## src/rtl/mul_hilo_ctrl.sv

```systemverilog
`default_nettype none
// ============================================================================
//  Module   : mul_hilo_ctrl
//  Purpose  : Iterative shift-add multiply / multiply-accumulate sequencer
//             that owns the HI/LO register pair and services mthi/mtlo.
//  Revision : 1.0  - initial release
// ============================================================================
module mul_hilo_ctrl #(
    parameter int BITS_PER_CYCLE = 1    // 1, 2, 4 or 8
) (
    input  logic        clk,
    input  logic        rst,
    input  logic        start,
    input  logic [1:0]  op,
    input  logic [31:0] a,
    input  logic [31:0] b,
    input  logic        hilo_we,
    input  logic        hilo_sel,
    input  logic [31:0] hilo_wdata,
    output logic        busy,
    output logic        done,
    output logic [31:0] hi,
    output logic [31:0] lo
);

    localparam int         c_ITERS = 32 / BITS_PER_CYCLE;
    localparam logic [5:0] c_LAST  = 6'(c_ITERS - 1);

    localparam logic [1:0] c_ST_IDLE = 2'd0;
    localparam logic [1:0] c_ST_MULT = 2'd1;
    localparam logic [1:0] c_ST_ACC  = 2'd2;
    localparam logic [1:0] c_ST_DONE = 2'd3;

    localparam logic [1:0] c_OP_MUL   = 2'b00;
    localparam logic [1:0] c_OP_MADD  = 2'b01;
    localparam logic [1:0] c_OP_MADDU = 2'b10;

    logic [1:0]  r_state;
    logic [1:0]  w_state_nxt;
    logic [31:0] r_hi;
    logic [31:0] r_lo;
    logic [5:0]  r_cnt;
    logic [63:0] r_mcand;     // multiplicand, pre-shifted to the current weight
    logic [31:0] r_mplier;    // multiplier, consumed from the bottom
    logic        r_neg;
    logic [1:0]  r_op;
    logic [63:0] r_prod;

    logic        w_signed_op;
    logic [31:0] w_a_mag;
    logic [31:0] w_b_mag;
    logic [63:0] w_step;
    logic [63:0] w_p;
    logic        w_accum;

    // Magnitudes for signed ops; 0x80000000 maps to itself, read as 2^31.
    assign w_signed_op = (op == c_OP_MUL) || (op == c_OP_MADD);
    assign w_a_mag     = (w_signed_op && a[31]) ? (~a + 32'd1) : a;
    assign w_b_mag     = (w_signed_op && b[31]) ? (~b + 32'd1) : b;

    assign w_accum = (r_op == c_OP_MADD) || (r_op == c_OP_MADDU);
    assign w_p     = r_neg ? (~r_prod + 64'd1) : r_prod;

    assign busy = (r_state != c_ST_IDLE);
    assign done = (r_state == c_ST_DONE);
    assign hi   = r_hi;
    assign lo   = r_lo;

    // Partial product contributed by the low multiplier bits this cycle.
    always_comb begin
        w_step = '0;
        for (int i = 0; i < BITS_PER_CYCLE; i++) begin
            if (r_mplier[i]) begin
                w_step = w_step + (r_mcand << i);
            end
        end
    end

    // Next-state logic for the sequencer.
    always_comb begin
        w_state_nxt = r_state;
        case (r_state)
            c_ST_IDLE: if (start) w_state_nxt = c_ST_MULT;
            c_ST_MULT: if (r_cnt == c_LAST) w_state_nxt = c_ST_ACC;
            c_ST_ACC:  w_state_nxt = c_ST_DONE;
            c_ST_DONE: w_state_nxt = c_ST_IDLE;
            default:   w_state_nxt = c_ST_IDLE;
        endcase
    end

    // State register.
    always_ff @(posedge clk or posedge rst) begin
        if (rst) begin
            r_state <= c_ST_IDLE;
        end else begin
            r_state <= w_state_nxt;
        end
    end

    // Operand capture, iteration datapath and HI/LO updates.
    always_ff @(posedge clk or posedge rst) begin
        if (rst) begin
            r_hi     <= '0;
            r_lo     <= '0;
            r_cnt    <= '0;
            r_mcand  <= '0;
            r_mplier <= '0;
            r_neg    <= 1'b0;
            r_op     <= '0;
            r_prod   <= '0;
        end else begin
            case (r_state)
                c_ST_IDLE: begin
                    // A start takes precedence over a same-cycle HI/LO write.
                    if (start) begin
                        r_mcand  <= {32'd0, w_a_mag};
                        r_mplier <= w_b_mag;
                        r_neg    <= w_signed_op & (a[31] ^ b[31]);
                        r_op     <= op;
                        r_prod   <= '0;
                        r_cnt    <= '0;
                    end else if (hilo_we) begin
                        if (hilo_sel) begin
                            r_hi <= hilo_wdata;
                        end else begin
                            r_lo <= hilo_wdata;
                        end
                    end
                end
                c_ST_MULT: begin
                    r_prod   <= r_prod + w_step;
                    r_mcand  <= r_mcand << BITS_PER_CYCLE;
                    r_mplier <= r_mplier >> BITS_PER_CYCLE;
                    r_cnt    <= r_cnt + 6'd1;
                end
                c_ST_ACC: begin
                    if (w_accum) begin
                        {r_hi, r_lo} <= {r_hi, r_lo} + w_p;
                    end else begin
                        {r_hi, r_lo} <= w_p;
                    end
                end
                default: begin
                end
            endcase
        end
    end

endmodule
`default_nettype wire
```

## config.mk

```make
export PLATFORM = sky130hd
export DESIGN_NAME = mul_hilo_ctrl
export DESIGN_NICKNAME = d
export VERILOG_FILES = /design/src/rtl/mul_hilo_ctrl.sv
export SDC_FILE = /design/constraint.sdc
export NUM_CORES = 1
export LEC_CHECK = 0
export CAP_MARGIN = 40
export CORE_UTILIZATION = 64
export CTS_CLUSTER_SIZE = 25
export DETAILED_ROUTE_END_ITERATION = 10
export HOLD_SLACK_MARGIN = 0.03
export PLACE_DENSITY = 0.83
export SETUP_SLACK_MARGIN = 0.02
export SYNTH_ARGS = -nofsm -noshare
export SYNTH_HDL_FRONTEND = slang
export SYNTH_SLANG_ARGS = --single-unit
```

## constraint.sdc

```tcl
create_clock -name clk -period 16 [get_ports clk]
set_clock_uncertainty 0.2 [all_clocks]
set_input_delay 1.6 -clock clk [delete_from_list [all_inputs] [get_ports clk]]
set_output_delay 1.6 -clock clk [all_outputs]
set_load 0.01 [all_outputs]
```

==> results of run 1 <==
power by group through the flow:
stage	registers, mW	clock network, mW	logic (mW)
after floorplan	0.997	0	2.32
after global placement	1.04	0	3.15
after CTS	1.05	0.663	3.26
after global routing	1.08	0.691	3.62
final	1.06	0.665	3.33
after detailed placement	1.05	0	3.23
layout make-up:
type | instances | area (um^2)
clock buffer | 34 | 774
timing repair buffer | 194 | 1930
sequential | 235 | 5880
fill | 2191 | 7610
inverter | 40 | 158
multi-input combinational | 2179 | 13900
clock inverter | 15 | 175
tap | 396 | 495
stage by stage:
| stage | hold WS, ns | setup WS (ns) | cells | util [%] |
|---|---|---|---|---|
| after floorplan | 0.245 | 7.75 | 2588 | - |
| final | 0.284 | 9.83 | 3093 | 75.4 |
| after global placement | 0.262 | 10.08 | 3039 | 72.0 |
| after CTS | 0.285 | 9.87 | 3093 | 75.4 |
| after global routing | 0.299 | 9.49 | 3093 | 75.4 |
| after detailed placement | 0.271 | 9.96 | 3044 | 72.3 |
per-layer routing:
layer | vias to the layer above | part of all wire (%) | wire [um] | track usage, %
met1 | 9574 | 42 | 26500 | 52.9
met3 | 157 | 9.9 | 6300 | 5.84
met2 | 1111 | 44 | 28100 | 61.4
met4 | 0 | 3.8 | 2410 | 14.0
li1 | 9595 | - | - | -
met5 | - | 0 | 0 | 0
worst paths after layout:
check,cells after the start,from,slack [ns],to
max,17,r_prod[6]$_DFFE_PP0P_,9.83,hi[26]$_DFFE_PP0P_
min,2,r_mplier[22]$_DFFE_PP0P_,0.28,r_mplier[22]$_DFFE_PP0P_
max reg2reg,17,r_prod[6]$_DFFE_PP0P_,9.83,hi[26]$_DFFE_PP0P_
min reg2reg,2,r_mplier[22]$_DFFE_PP0P_,0.28,r_mplier[22]$_DFFE_PP0P_
max in group asynchronous,4,rst,13.08,hi[16]$_DFFE_PP0P_
min in group asynchronous,2,rst,1.32,r_prod[7]$_DFFE_PP0P_
flip-flops by register name (all words and copies together), names as in the netlist, 2 cells and up:
| signal | count |
|---|---|
| r_mcand | 64 |
| r_prod | 64 |
| hi | 32 |
| lo | 32 |
| r_mplier | 32 |
| r_cnt | 6 |
| r_op | 2 |
| r_state | 2 |
logic make-up (layout without fill, tap and decap cells):
| family | count (synthesis) | in the layout | synth area share [%] |
|---|---|---|---|
| AO/OA/AOI/OAI | 920 | 920 | 27.9 |
| XOR/XNOR | 234 | 234 | 10.1 |
| adder cells (fa/ha/maj) | 150 | 150 | 9.30 |
| buffers and inverters | 174 | 283 | 3.21 |
| flip-flops | 235 | 235 | 28.9 |
| multiplexers | 20 | 20 | 1.02 |
| AND/OR/NAND/NOR | 855 | 855 | 19.6 |
critical path: stages, from the launching register on:
cell	delay (ns)
dfrtp_1	0.43
or4_4	0.59
or4_4	0.58
or4_4	0.53
or4_4	0.46
o41ai_1	0.34
xnor2_1	0.19
ha_1	0.39
nand4_1	0.13
or3_1	0.44
nor2_1	0.16
nand4_1	0.14
a31oi_1	0.22
o21ai_0	0.27
o21a_1	0.35
xnor2_1	0.22
mux2i_1	0.10
a221oi_1	0.32
cells in the final DEF, fill, tap and decap left out, types with 46 or more instances in the layout:
cell type,count
a21o_1,78
a21oi_1,250
and2_1,76
clkdlybuf4s50_1,168
dfrtp_1,234
ha_1,146
nand2_1,358
nor2_1,183
o211ai_1,46
o21ai_0,293
xnor2_1,143
xor2_1,89
==> impl_metrics.csv, run 1 <==
group,metric,value,unit
die,die_h,180,um
clocking,path_clk_slew,0.06,ns
min_path,min_path_type,"flop to flop",
status,status,"complete, no violations",
detailed_routing,drc,0,
die,die_x,180,um
detailed_routing,wl_per_cell,20.5,um
die,core,30900,um^2
layout,final_area,23300,um^2
detailed_routing,wirelength,63.4,mm
place,port_buffers,168,
global_route,first_global_vias,19100,
global_route,grt_antenna_before_repair,0,
logic_synthesis,synth_area,20300,um^2
place,dp_hpwl,47.1,mm
layout,fin_nets,2931,
clocking,cts_resized,0,
clocking,ctsRootBufferMaster,"clkbuf_16",
logic_synthesis,postSynthAreaPerCell,7.86,um^2
logic_synthesis,ys_warn_count,0,
power_and_ir_drop,power_switching_share,51.0,%
timing,relSlewSlack,37.1,%
clocking,clk_path_buf_depth,3,
logic_synthesis,synth_ff_type,"dfrtp_1",
worst_setup_path,worst_ep_required_time,16.26,ns
logic_synthesis,syn_nets,2841,
detailed_routing,drt-pass1-iter-count,7,
die,row_count,64,
global_route,gr-usage-all-layers,38.5,%
clocking,cts_sinks,235,
logic_synthesis,syn_inst,2588,
layout,drive_gt1_share,4.15,%
power_and_ir_drop,p_int,2.48,mW
logic_synthesis,synth_top_area_share,28.9,%
clocking,post_cts_buffers,0,
power_and_ir_drop,powerDensity,217,nW/um^2
detailed_routing,drt_iter0_drc,1950,
worst_setup_path,critPathKind,"flop to flop",
logic_synthesis,synthArstFlopShare,100,%
run,maxCapViolations,0,
power_and_ir_drop,peakVddDrop,0.118,mV
logic_synthesis,yosys_register_bits,235,
timing,worstMarginPinSlew,0.931,ns
power_and_ir_drop,combPwrFrac,65.9,%
timing,slew_violations,0,
worst_setup_path,critPathLaunchType,"flop",
detailed_routing,vias,20400,
power_and_ir_drop,leakage,10.1,nW
power_and_ir_drop,total_power,5.06,mW
clocking,postCtsHoldBufs,0,
timing,fin_crit,6.17,ns
logic_synthesis,yosysMostFrequentCell,"nand2_1",
place,place_area,22400,um^2
timing,period_share,38.6,%
worst_setup_path,worstPathArrival,6.43,ns
logic_synthesis,synth-edff-count,0,
die,start_util,65.8,%
timing,fin_tns_setup,0,ns
timing,hold_viol_final,0,
global_route,grt_max_degree,94,
place,gp_congestion,1.03,
layout,diodes,0,
timing,setup_viol,0,
logic_synthesis,synth.largest_area_cell,"dfrtp_1",
clocking,cts-buffers-inserted,28,
logic_synthesis,yosysUniqueCellTypes,70,
worst_setup_path,crit_fanout,6,
global_route,gr-total-overflow,0,
logic_synthesis,yosysSeqAreaShare,28.9,%
timing,grt_setup_unrepaired,"no",
clocking,htree_levels,1,
worst_setup_path,critPathCaptureType,"flop",
detailed_routing,ant_nets,0,
power_and_ir_drop,seqPwrFrac,20.9,%
power_and_ir_drop,clock_power_share,13.1,%
timing,max_freq,162,MHz
die,num_io_pins,169,
logic_synthesis,synthTopCellsByArea,"dfrtp_1, ha_1, o21ai_0",
die,dieArea,32500,um^2
logic_synthesis,synth_commonest_cells,"nand2_1, o21ai_0, a21oi_1",
clocking,clock_latency,0.57,ns
detailed_routing,drt-vias-per-instance,6.61,
clocking,cts_tree,"yes",
global_route,grt_pass1_wl,101,mm
layout,area_delta_synth_final,14.5,%
power_and_ir_drop,p_switching,2.58,mW
Power figures use the tool's default switching activity.
==> run 2: changes to the inputs <==
--- a/config.mk
+++ b/config.mk
@@ -6,11 +6,11 @@
 export NUM_CORES = 1
 export LEC_CHECK = 0
 export CAP_MARGIN = 40
-export CORE_UTILIZATION = 64
+export CORE_UTILIZATION = 60
 export CTS_CLUSTER_SIZE = 25
 export DETAILED_ROUTE_END_ITERATION = 10
 export HOLD_SLACK_MARGIN = 0.03
-export PLACE_DENSITY = 0.83
+export PLACE_DENSITY = 0.78
 export SETUP_SLACK_MARGIN = 0.02
 export SYNTH_ARGS = -nofsm -noshare
 export SYNTH_HDL_FRONTEND = slang
==> constraint.sdc (replaced) <==
create_clock -name clk -period 6.2 [get_ports clk]
set_clock_uncertainty 0.2 [all_clocks]
set_input_delay 0.62 -clock clk [delete_from_list [all_inputs] [get_ports clk]]
set_output_delay 0.62 -clock clk [all_outputs]
set_load 0.01 [all_outputs]
==> run 2 against run 1 <==
Routed wire length fell by 1.9%. First-iteration DRC count fell by 20%. Clock power rose to 2.6 times the previous value. Combinational power rose to 2.6 times the previous value. Critical endpoint unchanged. Cell count rose by 1.9%. Die area rose by 6.6%. Power rose to 2.6 times the previous value. Fmax rose by 2.8%. Hold slack got worse by 0.016 ns. Final area rose by 0.50%.
==> impl_metrics.csv, run 2 (same netlist as run 1, synthesis figures left out) <==
group,metric,value,unit
detailed_routing,wl_met3,4.72,mm
detailed_routing,vias,20100,
global_route,grt_pass1_wl,97.4,mm
layout,mostFrequentLayoutCell,"nand2_1",
worst_setup_path,critPathLaunchType,"flop",
detailed_routing,m1WireLength,27.9,mm
timing,max_freq,167,MHz
worst_setup_path,critPathKind,"flop to flop",
place,place_area,22400,um^2
timing,fin_tns_setup,0,ns
global_route,grt_antenna_before_repair,0,
power_and_ir_drop,powerDensity,555,nW/um^2
clocking,cts_tree,"yes",
layout,mostFrequentLayoutCells,"nand2_1, o21ai_0, a21oi_1",
clocking,post_cts_buffers,0,
global_route,gr-total-overflow,0,
layout,reg_top3,"r_mcand (64), r_prod (64)",
detailed_routing,wl_met2,27.4,mm
clocking,clock_latency,0.56,ns
timing,period_share,96.9,%
detailed_routing,drc,0,
global_route,first_global_vias,18400,
timing,worstMarginPinSlew,0.918,ns
die,die_h,186,um
timing,hold_viol_final,0,
detailed_routing,drt-vias-per-instance,6.36,
detailed_routing,drt_iter0_drc,1561,
clocking,clk_path_buf_depth,3,
layout,filler_cell_count,2634,
layout,area_delta_synth_final,15.1,%
timing,layout_setup_ws,0.194,ns
timing,slew_violations,0,
power_and_ir_drop,leakage,10.2,nW
timing,relSlewSlack,38.8,%
die,die_x,186,um
power_and_ir_drop,total_power,13.0,mW
layout,utilization,70.0,%
min_path,min_path_type,"primary input to async pin",
layout,fin_nets,2938,
place,port_buffers,168,
place,dp_hpwl,47.2,mm
die,row_count,67,
worst_setup_path,worst_ep_required_time,6.44,ns
detailed_routing,drt-pass1-iter-count,6,
status,status,"complete, no violations",
worst_setup_path,critPathCaptureType,"flop",
timing,hold_slack,0.267,ns
power_and_ir_drop,peakVddDrop,0.302,mV
run,maxCapViolations,0,
clocking,ctsRootBufferMaster,"clkbuf_16",
place,dp_cells,3104,
detailed_routing,wl_per_cell,19.7,um
die,start_util,60.8,%
layout,diodes,0,
clocking,cts-buffers-inserted,27,
die,core,33400,um^2
detailed_routing,top_layer,"met4",
die,dieArea,34700,um^2
worst_setup_path,crit_fanout,6,
timing,fin_crit,6.01,ns
die,num_io_pins,169,
timing,setup_viol,0,
place,gp_congestion,1.00,
place,pre_cts_ws,0.179,ns
timing,grt_setup_unrepaired,"yes",
clocking,postCtsHoldBufs,0,
detailed_routing,ant_nets,0,
clocking,cts_sinks,235,
global_route,gr-usage-all-layers,35.6,%
clocking,cts_resized,0,
layout,final_area,23400,um^2
layout,final_cells,3153,
clocking,htree_levels,1,
worst_setup_path,worstPathArrival,6.25,ns
clocking,path_clk_slew,0.06,ns
detailed_routing,wirelength,62.2,mm
global_route,grt_max_degree,125,
layout,drive_gt1_share,4.58,%
-- run 2: worst max-delay path, cell delays in order (launching register included) --
cell and delay, ns:
dfrtp_1 0.43, or4_4 0.59, or4_4 0.58, or4_4 0.53, or4_4 0.46, or3_4 0.40, nand2_1 0.09, xnor2_1 0.27
ha_1 0.37, a21o_1 0.17, a21o_1 0.17, a21oi_1 0.17, o21ai_0 0.12, a31oi_1 0.24, o21ai_0 0.12, a21oi_1 0.17
o21a_1 0.26, xnor2_1 0.14, mux2i_1 0.09, a221oi_1 0.30
-- run 2: power breakdown --
group / internal [mW] / total [mW] / switching (mW)
sequential: 2.09 / 2.71 / 0.629
combinational: 3.34 / 8.57 / 5.23
clock: 1.03 / 1.72 / 0.683
total: 6.46 / 13.0 / 6.55
-- run 2: cell type report --
class                      count  area (um^2)  area share (%)
clock buffer                  31          711            3.04
clock inverter                18          235            1.00
inverter                      40          154           0.657
multi-input combinational   2179        13900            59.4
sequential                   235         5880            25.1
tap                          448          561            2.39
timing repair buffer         202         1960            8.38
-- run 2: worst paths after layout --
kind / startpoint / to / slack [ns] / cells after the start
max: r_prod[6]$_DFFE_PP0P_ / hi[26]$_DFFE_PP0P_ / 0.19 / 19
max reg2reg: r_prod[6]$_DFFE_PP0P_ / hi[26]$_DFFE_PP0P_ / 0.19 / 19
max in group asynchronous: rst / r_prod[62]$_DFFE_PP0P_ / 4.44 / 3
min reg2reg: r_mplier[15]$_DFFE_PP0P_ / r_mplier[15]$_DFFE_PP0P_ / 0.28 / 2
min in group clk: r_mplier[15]$_DFFE_PP0P_ / r_mplier[15]$_DFFE_PP0P_ / 0.28 / 2
min: rst / r_mcand[2]$_DFFE_PP0P_ / 0.27 / 2
-- run 2: layer usage --
metal  global-route usage [%]  vias up
li1                         -     9593
met1                     50.6     9483
met4                     12.2        0
met5                        0        -
met2                     56.0      863
met3                     4.17      115
